$ cat src/rtl/shift_seq_pkg.sv
// Shared types and constants for the shift register sequencer.
package shift_seq_pkg;

  typedef enum logic [1:0] {
    IDLE    = 2'd0,
    SHIFT   = 2'd1,
    CAPTURE = 2'd2,
    RESP    = 2'd3
  } state_t;

  localparam logic DIR_LEFT  = 1'b0;  // bits enter at the LSB
  localparam logic DIR_RIGHT = 1'b1;  // bits enter at the MSB

endpackage

$ cat src/rtl/shift_seq_bit_counter.sv
// Down-counter tracking how many serial bits remain to be fed.
// The last flag marks the final shift so the FSM can leave SHIFT on time.
module shift_seq_bit_counter #(
  parameter int MSB = 8,
  localparam int CNT_W = $clog2(MSB + 1)
) (
  input  logic             clk,
  input  logic             resetn,
  input  logic             load,
  input  logic [CNT_W-1:0] load_val,
  input  logic             dec,
  output logic [CNT_W-1:0] count,
  output logic             last
);

  logic [CNT_W-1:0] count_reg;

  // Load takes priority; decrement saturates at zero.
  always_ff @(posedge clk or negedge resetn) begin
    if (!resetn) begin
      count_reg <= '0;
    end else if (load) begin
      count_reg <= load_val;
    end else if (dec && (count_reg != '0)) begin
      count_reg <= count_reg - 1'b1;
    end
  end

  assign count = count_reg;
  assign last  = (count_reg == CNT_W'(1));

endmodule

$ cat src/rtl/shift_register_sequencer.sv
// Feeds a parallel word into an external bidirectional shift register one
// bit per cycle, then captures the register's parallel output as the response.
// Optional feature: define SHIFT_SEQ_PARITY_EN to add the rsp_parity output.
module shift_register_sequencer
  import shift_seq_pkg::*;
#(
  parameter int MSB = 8
) (
  input  logic           clk,
  input  logic           resetn,
  input  logic           req_valid,
  output logic           req_ready,
  input  logic [MSB-1:0] req_data,
  input  logic           req_dir,
  output logic           sr_enable,
  output logic           sr_direction,
  output logic           sr_indata,
  input  logic [MSB-1:0] sr_outdata,
  output logic           rsp_valid,
  input  logic           rsp_ready,
  output logic [MSB-1:0] rsp_data,
  output logic           busy
`ifdef SHIFT_SEQ_PARITY_EN
  ,
  output logic           rsp_parity
`endif
);

  localparam int CNT_W = $clog2(MSB + 1);

  state_t           state_reg, state_next;
  logic [MSB-1:0]   word_reg;
  logic             dir_reg;
  logic [MSB-1:0]   word_rev, req_rev;
  logic [CNT_W-1:0] cnt;
  logic             cnt_last, cnt_load, cnt_dec;
  logic             accept;

  logic [MSB-1:0]   feed_word, feed_shifted;
  logic [CNT_W-1:0] feed_amt;

  logic             req_ready_reg, busy_reg, sr_enable_reg, sr_direction_reg;
  logic             sr_indata_reg, rsp_valid_reg;
  logic [MSB-1:0]   rsp_data_reg;
  logic             req_ready_next, busy_next, sr_enable_next, sr_direction_next;
  logic             sr_indata_next, rsp_valid_next;

  // Bit-reversed copies let both directions pick the next bit with the same
  // counter-derived index: left feeds word[cnt-1], right feeds word[MSB-cnt].
  genvar gi;
  generate
    for (gi = 0; gi < MSB; gi++) begin : g_rev
      assign word_rev[gi] = word_reg[MSB-1-gi];
      assign req_rev[gi]  = req_data[MSB-1-gi];
    end
  endgenerate

  assign accept = req_valid && req_ready_reg;

  shift_seq_bit_counter #(.MSB(MSB)) u_bit_counter (
    .clk      (clk),
    .resetn   (resetn),
    .load     (cnt_load),
    .load_val (CNT_W'(MSB)),
    .dec      (cnt_dec),
    .count    (cnt),
    .last     (cnt_last)
  );

  // State register.
  always_ff @(posedge clk or negedge resetn) begin
    if (!resetn) begin
      state_reg <= IDLE;
    end else begin
      state_reg <= state_next;
    end
  end

  // Next state plus next values of all registered outputs.
  always_comb begin
    state_next     = state_reg;
    cnt_load       = 1'b0;
    cnt_dec        = 1'b0;
    feed_word      = word_reg;
    feed_amt       = '0;
    case (state_reg)
      IDLE: begin
        if (accept) begin
          state_next = SHIFT;
          cnt_load   = 1'b1;
        end
      end
      SHIFT: begin
        cnt_dec = 1'b1;
        if (cnt_last) state_next = CAPTURE;
      end
      CAPTURE: state_next = RESP;
      RESP: begin
        if (rsp_ready) state_next = IDLE;
      end
      default: state_next = IDLE;
    endcase

    // Outputs are registered, so the bit presented next cycle is chosen now:
    // the first bit straight from the request, later bits from the latched word
    // one position below the current count.
    if (state_reg == IDLE) begin
      feed_word = (req_dir == DIR_RIGHT) ? req_rev : req_data;
      feed_amt  = CNT_W'(MSB - 1);
    end else begin
      feed_word = (dir_reg == DIR_RIGHT) ? word_rev : word_reg;
      feed_amt  = cnt - CNT_W'(2);
    end
    feed_shifted = feed_word >> feed_amt;

    req_ready_next    = (state_next == IDLE);
    busy_next         = (state_next != IDLE);
    sr_enable_next    = (state_next == SHIFT);
    sr_direction_next = sr_enable_next & ((state_reg == IDLE) ? req_dir : dir_reg);
    sr_indata_next    = sr_enable_next & feed_shifted[0];
    rsp_valid_next    = (state_next == RESP);
  end

  // Registered control outputs.
  always_ff @(posedge clk or negedge resetn) begin
    if (!resetn) begin
      req_ready_reg    <= 1'b1;
      busy_reg         <= 1'b0;
      sr_enable_reg    <= 1'b0;
      sr_direction_reg <= 1'b0;
      sr_indata_reg    <= 1'b0;
      rsp_valid_reg    <= 1'b0;
    end else begin
      req_ready_reg    <= req_ready_next;
      busy_reg         <= busy_next;
      sr_enable_reg    <= sr_enable_next;
      sr_direction_reg <= sr_direction_next;
      sr_indata_reg    <= sr_indata_next;
      rsp_valid_reg    <= rsp_valid_next;
    end
  end

  // Request latch on acceptance and result capture once shifting is complete.
  always_ff @(posedge clk or negedge resetn) begin
    if (!resetn) begin
      word_reg     <= '0;
      dir_reg      <= DIR_LEFT;
      rsp_data_reg <= '0;
    end else begin
      if (accept) begin
        word_reg <= req_data;
        dir_reg  <= req_dir;
      end
      if (state_reg == CAPTURE) rsp_data_reg <= sr_outdata;
    end
  end

  assign req_ready    = req_ready_reg;
  assign busy         = busy_reg;
  assign sr_enable    = sr_enable_reg;
  assign sr_direction = sr_direction_reg;
  assign sr_indata    = sr_indata_reg;
  assign rsp_valid    = rsp_valid_reg;
  assign rsp_data     = rsp_data_reg;

`ifdef SHIFT_SEQ_PARITY_EN
  logic parity_reg;

  // Parity of the accepted word, held until the next acceptance.
  always_ff @(posedge clk or negedge resetn) begin
    if (!resetn) begin
      parity_reg <= 1'b0;
    end else if (accept) begin
      parity_reg <= ^req_data;
    end
  end

  assign rsp_parity = parity_reg;
`endif

endmodule
$ cat config.mk
export PLATFORM = sky130hd
export DESIGN_NAME = shift_register_sequencer
export DESIGN_NICKNAME = d
export VERILOG_FILES = /design/src/rtl/shift_seq_pkg.sv /design/src/rtl/shift_seq_bit_counter.sv /design/src/rtl/shift_register_sequencer.sv
export SDC_FILE = /design/constraint.sdc
export NUM_CORES = 1
export LEC_CHECK = 0
export ABC_AREA = 1
export ABC_CLOCK_PERIOD_IN_PS = 3400
export BUFFER_PORTS_ARGS = -buffer_cell sky130_fd_sc_hd__buf_2
export CAP_MARGIN = 10
export CORE_MARGIN = 2
export CORE_UTILIZATION = 25
export DETAILED_ROUTE_END_ITERATION = 10
export PLACE_DENSITY_LB_ADDON = 0.08
export SLEW_MARGIN = 20
export SYNTH_ARGS = -nofsm -noshare
export SYNTH_HDL_FRONTEND = slang
export SYNTH_SLANG_ARGS = --single-unit
$ cat constraint.sdc
create_clock -name clk -period 3.4 [get_ports clk]
set_input_delay 0.34 -clock clk [delete_from_list [all_inputs] [get_ports clk]]
set_output_delay 0.34 -clock clk [all_outputs]
set_load 0.005 [all_outputs]
-- Word-level counts from Yosys, hierarchy flattened
Index checks and enable logic that the tools add are counted.
- logic and storage cells: 43
- output and inout bits: 14
- bits in registers: 29
- muxes and demuxes: 14
- bitwise gates (word level): 2
- eq/ne operators: 6
- add/sub/neg operators: 2
- reductions and logical operators: 7
- shifts and indexed selects: 1
- operator list (kind ; count):
    8-bit 2-to-1 mux ; 3
    4-bit 2-to-1 mux ; 3
    2-bit one-hot mux with 4 select lines ; 1
    8-bit by 4-bit >> shifter with 1-bit output ; 1
    2-bit equality test, second input constant ; 3
    2-bit 2-to-1 mux ; 3
    2-bit by 1-bit equality test with 1-bit output, second input constant ; 2
    4-bit by 1-bit equality test with 1-bit output, second input constant ; 1
    2-bit logical NOT ; 2
    1-bit 2-to-1 mux ; 4
    2-bit nonzero test ; 2
    4-bit nonzero test ; 1
    4-bit by 1-bit subtractor with 4-bit output, second input constant ; 1
    4-bit by 2-bit subtractor with 4-bit output, second input constant ; 1
    1-bit bitwise AND ; 2
    1-bit logical AND ; 2

-- Logic depth before layout (Yosys ltp)
Gate-level depths: netlist (run 1).
- depth after elaboration: 5
- gate-level depth with buffers: 10

-- Modules after synthesis
From an unflattened synthesis (run 1), not the netlist that was laid out.
- cell total of the unflattened synthesis: 150
- area total of the unflattened synthesis: 1433.9 um^2
- modules (own cells, without submodules) (module ; cells an instance ; seq. area each (um^2) ; area each (um^2) ; times used):
    shift_register_sequencer ; 113 ; 626.9 ; 1152.4 ; 1
    shift_seq_bit_counter ; 37 ; 100.1 ; 281.5 ; 1

-- Worst setup path after synthesis (run 1)
OpenSTA, ideal clock, no wires.
- path type: reg2reg
- from: register u_bit_counter.count_reg[0] (netlist: u_bit_counter.count[0])
- to: register u_bit_counter.count_reg[2] (netlist: u_bit_counter.count[2])
- setup slack: 1.901 ns
- path buffers: 0
- clock period less this slack: 1.499 ns
- arrival: 1.422 ns
- stages on the path, launching flop included: 9
- path through: dfrtp_1 > inv_1 > ha_1 > inv_1 > o31ai_1 > inv_1 > nand3_1 > nand2_1 > a21oi_1
- longest elaborated chain between the ends: 3
- elaborated cells on any way between the ends: 6
- those cells by class: add/sub: 1; mux: 2; reduce/logical: 3
- RTL lines (element ; RTL line ; text):
    from (decl) ; shift_seq_bit_counter.sv:16 ; logic [CNT_W-1:0] count_reg;
    from (signal assigned) ; shift_seq_bit_counter.sv:23 ; count_reg <= load_val;
    from (signal assigned) ; shift_seq_bit_counter.sv:25 ; count_reg <= count_reg - 1'b1;
    4-bit by 1-bit subtractor with 4-bit output or 4-bit nonzero test (tied branches) ; shift_seq_bit_counter.sv:25, shift_seq_bit_counter.sv:24 ;
    4-bit 2-to-1 mux or 1-bit logical AND (tied branches) ; shift_seq_bit_counter.sv:24 ; end else if (dec && (count_reg != '0)) begin
    4-bit 2-to-1 mux or 2-bit nonzero test (tied branches) ; n/a ;
Parallel ways exist; a longest one is shown, timed or not. The select of a mux whose other input is x is not followed.
A chain may end at the register's enable or synchronous reset.

-- Worst setup path in the final report (run 1)
Ends and elaborated chain as after synthesis.

==> results of run 1 <==
==> cells in the mapped netlist <==
cell type   n  area (um^2)
nand2_1    34          128
dfrtp_1    28          701
mux2_2     15          169
nand3_1    14         70.1
inv_1      10         37.5
nor2_1      5         18.8
a21oi_1     4         20.0
ha_1        4         50.1
inv_2       4         15.0
a21oi_2     2         17.5
nand3_2     2         20.0
o211ai_1    2         15.0
o21ai_0     2         10.0
buf_2       1         5.00
buf_4       1         7.51
clkinv_1    1         3.75
dfstp_2     1         26.3
nor2_2      1         6.26
nor2_4      1         11.3
o21a_1      1         7.51
o22ai_1     1         6.26
o31ai_1     1         7.51
o31ai_2     1         12.5
xor2_1      1         8.76
==> layout by cell type (no fill, tap or decap), types with 2 or more instances in the layout <==
cell type and count:
nand2_1 34, buf_2 34, dfrtp_1 28, mux2_2 15, nand3_1 14, inv_1 10, clkbuf_8 6, nor2_1 5
inv_2 4, a21oi_1 4, ha_1 4, a21oi_2 2, nand3_2 2, o211ai_1 2, o21ai_0 2
==> power groups by stage <==
stage	logic (mW)	registers (mW)	clock network, mW
global route	0.813	0.668	0.319
floorplan	0.525	0.622	0
finish	0.704	0.637	0.288
detailed placement	0.716	0.644	0
CTS	0.718	0.642	0.302
global placement	0.711	0.640	0
==> worst max-delay path by stage <==
stage	startpoint	to	slack, ns	cells past startpoint
final	u_bit_counter.count[0]	u_bit_counter.count[2]	1.68	8
after global routing	u_bit_counter.count[0]	u_bit_counter.count[2]	1.53	8
after CTS	u_bit_counter.count[0]	u_bit_counter.count[2]	1.66	8
after detailed placement	u_bit_counter.count[0]	u_bit_counter.count[2]	1.65	8
after global placement	u_bit_counter.count[0]	u_bit_counter.count[2]	1.77	8
after floorplan	u_bit_counter.count[0]	u_bit_counter.count[2]	1.90	8
==> cell type report <==
class	count	area [um^2]	area share, %
Clock inverter	1	7.51	0.439
Sequential cell	29	727	42.5
Timing Repair Buffer	34	170	9.96
Inverter	15	56.3	3.29
Multi-Input combinational cell	91	578	33.8
Tap cell	70	87.6	5.12
Clock buffer	6	82.6	4.83
==> metrics by stage <==
step	area [um^2]	cells	power, mW	setup slack, ns	hold slack (ns)
after floorplan	1370	137	1.15	1.90	0.0444
after global placement	1620	239	1.35	1.77	0.413
final	1710	246	1.63	1.68	0.0850
after global routing	1710	246	1.80	1.53	0.134
after detailed placement	1620	239	1.36	1.65	0.419
after CTS	1710	246	1.66	1.66	0.113
==> metal layers <==
metal	global-route usage [%]	wire length, um	vias up
li1	-	-	525
met1	12.2	1240	501
met2	17.3	1380	26
met3	3.79	171	4
met4	4.74	36	0
met5	0	0	-
==> logic make-up after synthesis <==
group                    Yosys count  share of synthesized area, %
adder cells (fa/ha/maj)            4                          3.64
multiplexers                      15                          12.3
XOR/XNOR                           1                         0.638
flip-flops                        29                          52.9
AO/OA/AOI/OAI                     14                          7.01
AND/OR/NAND/NOR                   57                          18.5
buffers and inverters             17                          5.01
==> impl_metrics.toml, run 1 <==
[worst_setup_path]
cpPeakStageDelay_ns = 0.45
crit_path_start_kind = "flip-flop"
reg2reg_slack_ns = 1.68
cp_slowest_cell = "dfrtp_1"
reg2reg_from = "u_bit_counter.count[0]"
cp.required_ns = 3.60
crit_buf_inv = 3
crit_family = "flip-flops"
critical_path_class = "reg -> reg"
critPathCaptureType = "flip-flop"
crit_top_cell = "inv_1"
cp_cell_sequence = "inv_1, ha_1, inv_1, o31ai_1, inv_1, nand3_1, nand2_1, a21oi_1"
cp_max_fo = 7
cp.arrival_ns = 1.92
r2r_end = "u_bit_counter.count[2]"
r2r_cells = 8

[power]
swShare_pct = 38.4
clock_power_share_pct = 17.7
vdd_drop_max_v = 0.000311
p_switching_uw = 626
p_int_mw = 1.00
comb_power_share_pct = 43.2
p_per_area_nw_per_um2 = 953
leakagePower_nw = 0.842
seqPwrFrac_pct = 39.1

[floorplanning]
start_util_pct = 26.4
boundaryPins = 35
num_rows = 26
core_area_um2 = 5200
die_width_um = 78.1
dieArea_um2 = 6100
die_y_um = 78.1

[drt]
dr.pass1.iters = 4
drtAntennaViolNets = 0
routed_wl_um = 2830
wl_per_cell_um = 11.5
num_vias = 1056
drc = 0
drt_iter0_markers = 58
viasPerCell = 4.29

[finish]
fillers = 574
n_antenna_cell = 0
final_util_pct = 32.8
syn2layout_area_growth_pct = 24.4
nets = 201
drive_gt1_share_pct = 38.6

[timing]
hold_violations = 0
slew_violations = 0
setup_violations = 0
clock_skew_ns = 0.00573
rsz0062_at_grt = "false"
finalCritPeriodShare_pct = 50.5
min_period_ns = 1.72
tightest_slew_ns = 0.650
max_slew_margin_pct = 56.7
tns_ns = 0
fmaxAchievable_ghz = 0.582

[clock_tree]
cts_sinks = 29
ctsHoldBuffers = 0
cts_max_level = 2
clock_latency_ns = 0.28
cts-root-buf = "clkbuf_8"
cts_buffers = 5
post_cts_buffers = 0
tritoncts = "done"
cts_resized = 0
clockBufferDepth = 2
path_clk_slew_ns = 0.06

[global_route]
antenna_found_initial = 0
overflow = 0
grt_pass1_wl_um = 5000
grt.total_usage_pct = 10.5
grt_max_degree = 30
grt_pass1_vias = 1110

[synth]
syn-mean-instance-area_um2 = 10.0
synth-seq-cells = 29
yosysSeqAreaShare_pct = 52.9
syn_nets = 162
syn_inst = 137
ys_warn_count = 0
yosysUniqueCellTypes = 24
syn_area_um2 = 1370

[place]
place_congestion = 0.784
portBuffers = 34
dp_hpwl_um = 2130

[outcome]
status = "complete, no violations"

[flow_run]
cap_violations = 0

[hold_path]
hold_path.class = "in -> async"
(Power assumes the default switching activity.)
==> inputs of run 2 (changes only) <==
Settings changed: ABC_AREA 1 to 0, ABC_CLOCK_PERIOD_IN_PS 3400 to 1400.
Clock period 3.4 ns to 1.4 ns, I/O delays scaled along.
==> run 2 against run 1 <==
Compared with the run above: the flow now finishes with violations (setup timing); sequential share of layout area down 5.0 points; utilization up 2.8 points; critical path type unchanged; largest power group unchanged; largest cell class unchanged; first-iteration DRC count down 55%; synthesized area up 1.3%; register-to-register slack worse by 1.9 ns.
==> impl_metrics.toml, run 2 <==
[outcome]
status = "complete, but fails checks"
violations = "setup timing"

[power]
p_per_area_nw_per_um2 = 2300
leakagePower_nw = 0.906
vdd_drop_max_v = 0.000734
p_switching_mw = 1.44
power_mw = 4.46
swShare_pct = 32.3
clock_power_share_pct = 20.4
seqPwrFrac_pct = 34.5
comb_power_share_pct = 45.1
p_int_mw = 3.02

[floorplanning]
core_area_um2 = 5440
die_y_um = 78.6
boundaryPins = 35
dieArea_um2 = 6180
num_rows = 27
die_width_um = 78.6
start_util_pct = 25.6

[finish]
syn2layout_area_growth_pct = 39.5
layout_commonest_cell = "buf_2"
n_antenna_cell = 0
fin_cells = 244
layout_common_cells = "buf_2, dfrtp_1, mux2_2, buf_4, nand2_1"
register_area_um2 = 728
fin_area_um2 = 1940
drive_gt1_share_pct = 53.5
fillers = 573
multiInputGateArea_um2 = 641
nets = 196

[clock_tree]
tritoncts = "done"
path_clk_slew_ns = 0.07
cts_max_level = 2
cts-root-buf = "clkbuf_8"
clockBufferDepth = 2
cts_buffers = 5
cts_sinks = 29
clock_latency_ns = 0.28

[timing]
max_slew_margin_pct = 70.2
clock_skew_ns = 0.00754
tns_ns = -0.183
hold_violations = 0
holdWs_ns = 0.0818
fmaxAchievable_ghz = 0.632
slew_violations = 0
setup_violations = 1
tightest_slew_ns = 0.446
fin_ws_ns = -0.183
finalCritPeriodShare_pct = 113
min_period_ns = 1.58
rsz0062_at_grt = "true"

[synth]
syn_nets = 140
yosys.area.top_type = "dfrtp_1"
synthTopCellsByArea = "dfrtp_1, mux2_2, mux4_2"
ys_warn_count = 0
synth_common_cells = "dfrtp_1, mux2_2, nand2_1, nor2_1"
synth-seq-cells = 29
synth.top_cell.area_share_pct = 50.4
async_reset_ff_share_pct = 100
yosysSeqAreaShare_pct = 52.2
yosysMostFrequentCell = "dfrtp_1"
syn_inst = 115
syn-mean-instance-area_um2 = 12.1
synth_edf_count = 0
yosysUniqueCellTypes = 29
syn_area_um2 = 1390
synth_ff_type = "dfrtp_1"

[worst_setup_path]
r2r_end = "sr_indata"
cp_max_fo = 6
r2r_cells = 3
reg2reg_slack_ns = -0.18
reg2reg_from = "dir_reg"
crit_path_start_kind = "flip-flop"
cp.arrival_ns = 1.75
critical_path_class = "reg -> reg"
cp.required_ns = 1.57
critPathCaptureType = "flip-flop"

[place]
place_congestion = 0.792
placed_area_um2 = 1780
dp_hpwl_um = 2430
placed_cells = 234
portBuffers = 34

[global_route]
grt_pass1_wl_um = 5400
grt_max_degree = 17
antenna_found_initial = 0
overflow = 0
grt_pass1_vias = 1103
grt.total_usage_pct = 11.5

[hold_path]
min_path_cells = 2
min-delay-start = "req_data[5]"
hold_path.class = "in -> reg"
min_to = "word_reg[5]"

[drt]
dr.pass1.iters = 4
num_vias = 1079
wl_per_cell_um = 13.1
routed_wl_um = 3190
drt_iter0_markers = 26
drtAntennaViolNets = 0
viasPerCell = 4.42
drc = 0

[flow_run]
cap_violations = 0
==> run 2: cell types whose count changed in the layout (fill, tap and decap cells not counted), moves of 3 or more <==
cell,change
nand2_1,-22
buf_4,+18
nand3_1,-11
inv_1,-8
mux2i_1,+5
mux2_2,+3
mux4_2,+3
==> run 2: power by group through the flow <==
stage | clock network (mW) | registers, mW | logic (mW)
after CTS | 0.938 | 1.54 | 1.98
after global routing | 0.979 | 1.61 | 2.24
after global placement | 0 | 1.52 | 1.89
final | 0.910 | 1.54 | 2.01
after detailed placement | 0 | 1.54 | 1.93
after floorplan | 0 | 1.47 | 1.20
==> run 2: repair_timing <==
item,CTS,global route
setup endpoints to repair,4,5
hold buffers,1,0
pin swaps,0,1
endpoints found under the hold margin,14,0
gates resized for setup,3,6
setup buffers,1,0
==> run 2: cell type report <==
| cell class | instances | share of cell area [%] |
|---|---|---|
| flip-flops and latches | 29 | 37.5 |
| clock inverters | 2 | 1.93 |
| clock buffers | 6 | 4.26 |
| well taps | 72 | 4.64 |
| repair buffers | 55 | 17.9 |
| inverters | 4 | 0.774 |
| multi-input cells | 76 | 33.0 |
==> run 2: logic make-up (layout without fill, tap and decap cells) <==
logic type	after synthesis	count (layout)	synth area share [%]
buffers and inverters	10	67	3.33
and+or+nand+nor	27	27	8.54
DFF	29	29	52.2
muxes	26	26	23.0
AOI/OAI and AO/OA	19	19	9.26
adders and majority gates	4	4	3.60
==> run 2: worst max-delay path by stage <==
stage               startpoint   endpoint  slack (ns)  cells past startpoint
CTS                    dir_reg  sr_indata       -0.18                      3
detailed placement     dir_reg  sr_indata       -0.26                      3
global route           dir_reg  sr_indata       -0.25                      3
finish                 dir_reg  sr_indata       -0.18                      3
global placement       dir_reg  sr_indata       -0.21                      3
floorplan              dir_reg  sr_indata       -0.13                      4
==> run 2: per-stage QoR <==
step | utilization [%] | worst slack [ns]
after floorplan | - | -0.131
after global placement | 32.6 | -0.209
after detailed placement | 32.6 | -0.261
after CTS | 35.3 | -0.181
after global routing | 35.7 | -0.248
final | 35.7 | -0.183
==> run 2: critical path, cell delays in order (launching register included) <==
cell     delay [ns]
dfrtp_2        0.44
mux4_2         0.51
or2_0          0.20
a311o_1        0.31
==> run 2: per-layer routing <==
metal  global-route usage [%]  wire length [um]  vias to the layer above
met1                     15.3              1490                      517
met3                     3.56               164                        7
met4                     5.44                68                        0
li1                         -                 -                      528
met5                        0                 0                        -
met2                     16.9              1470                       27
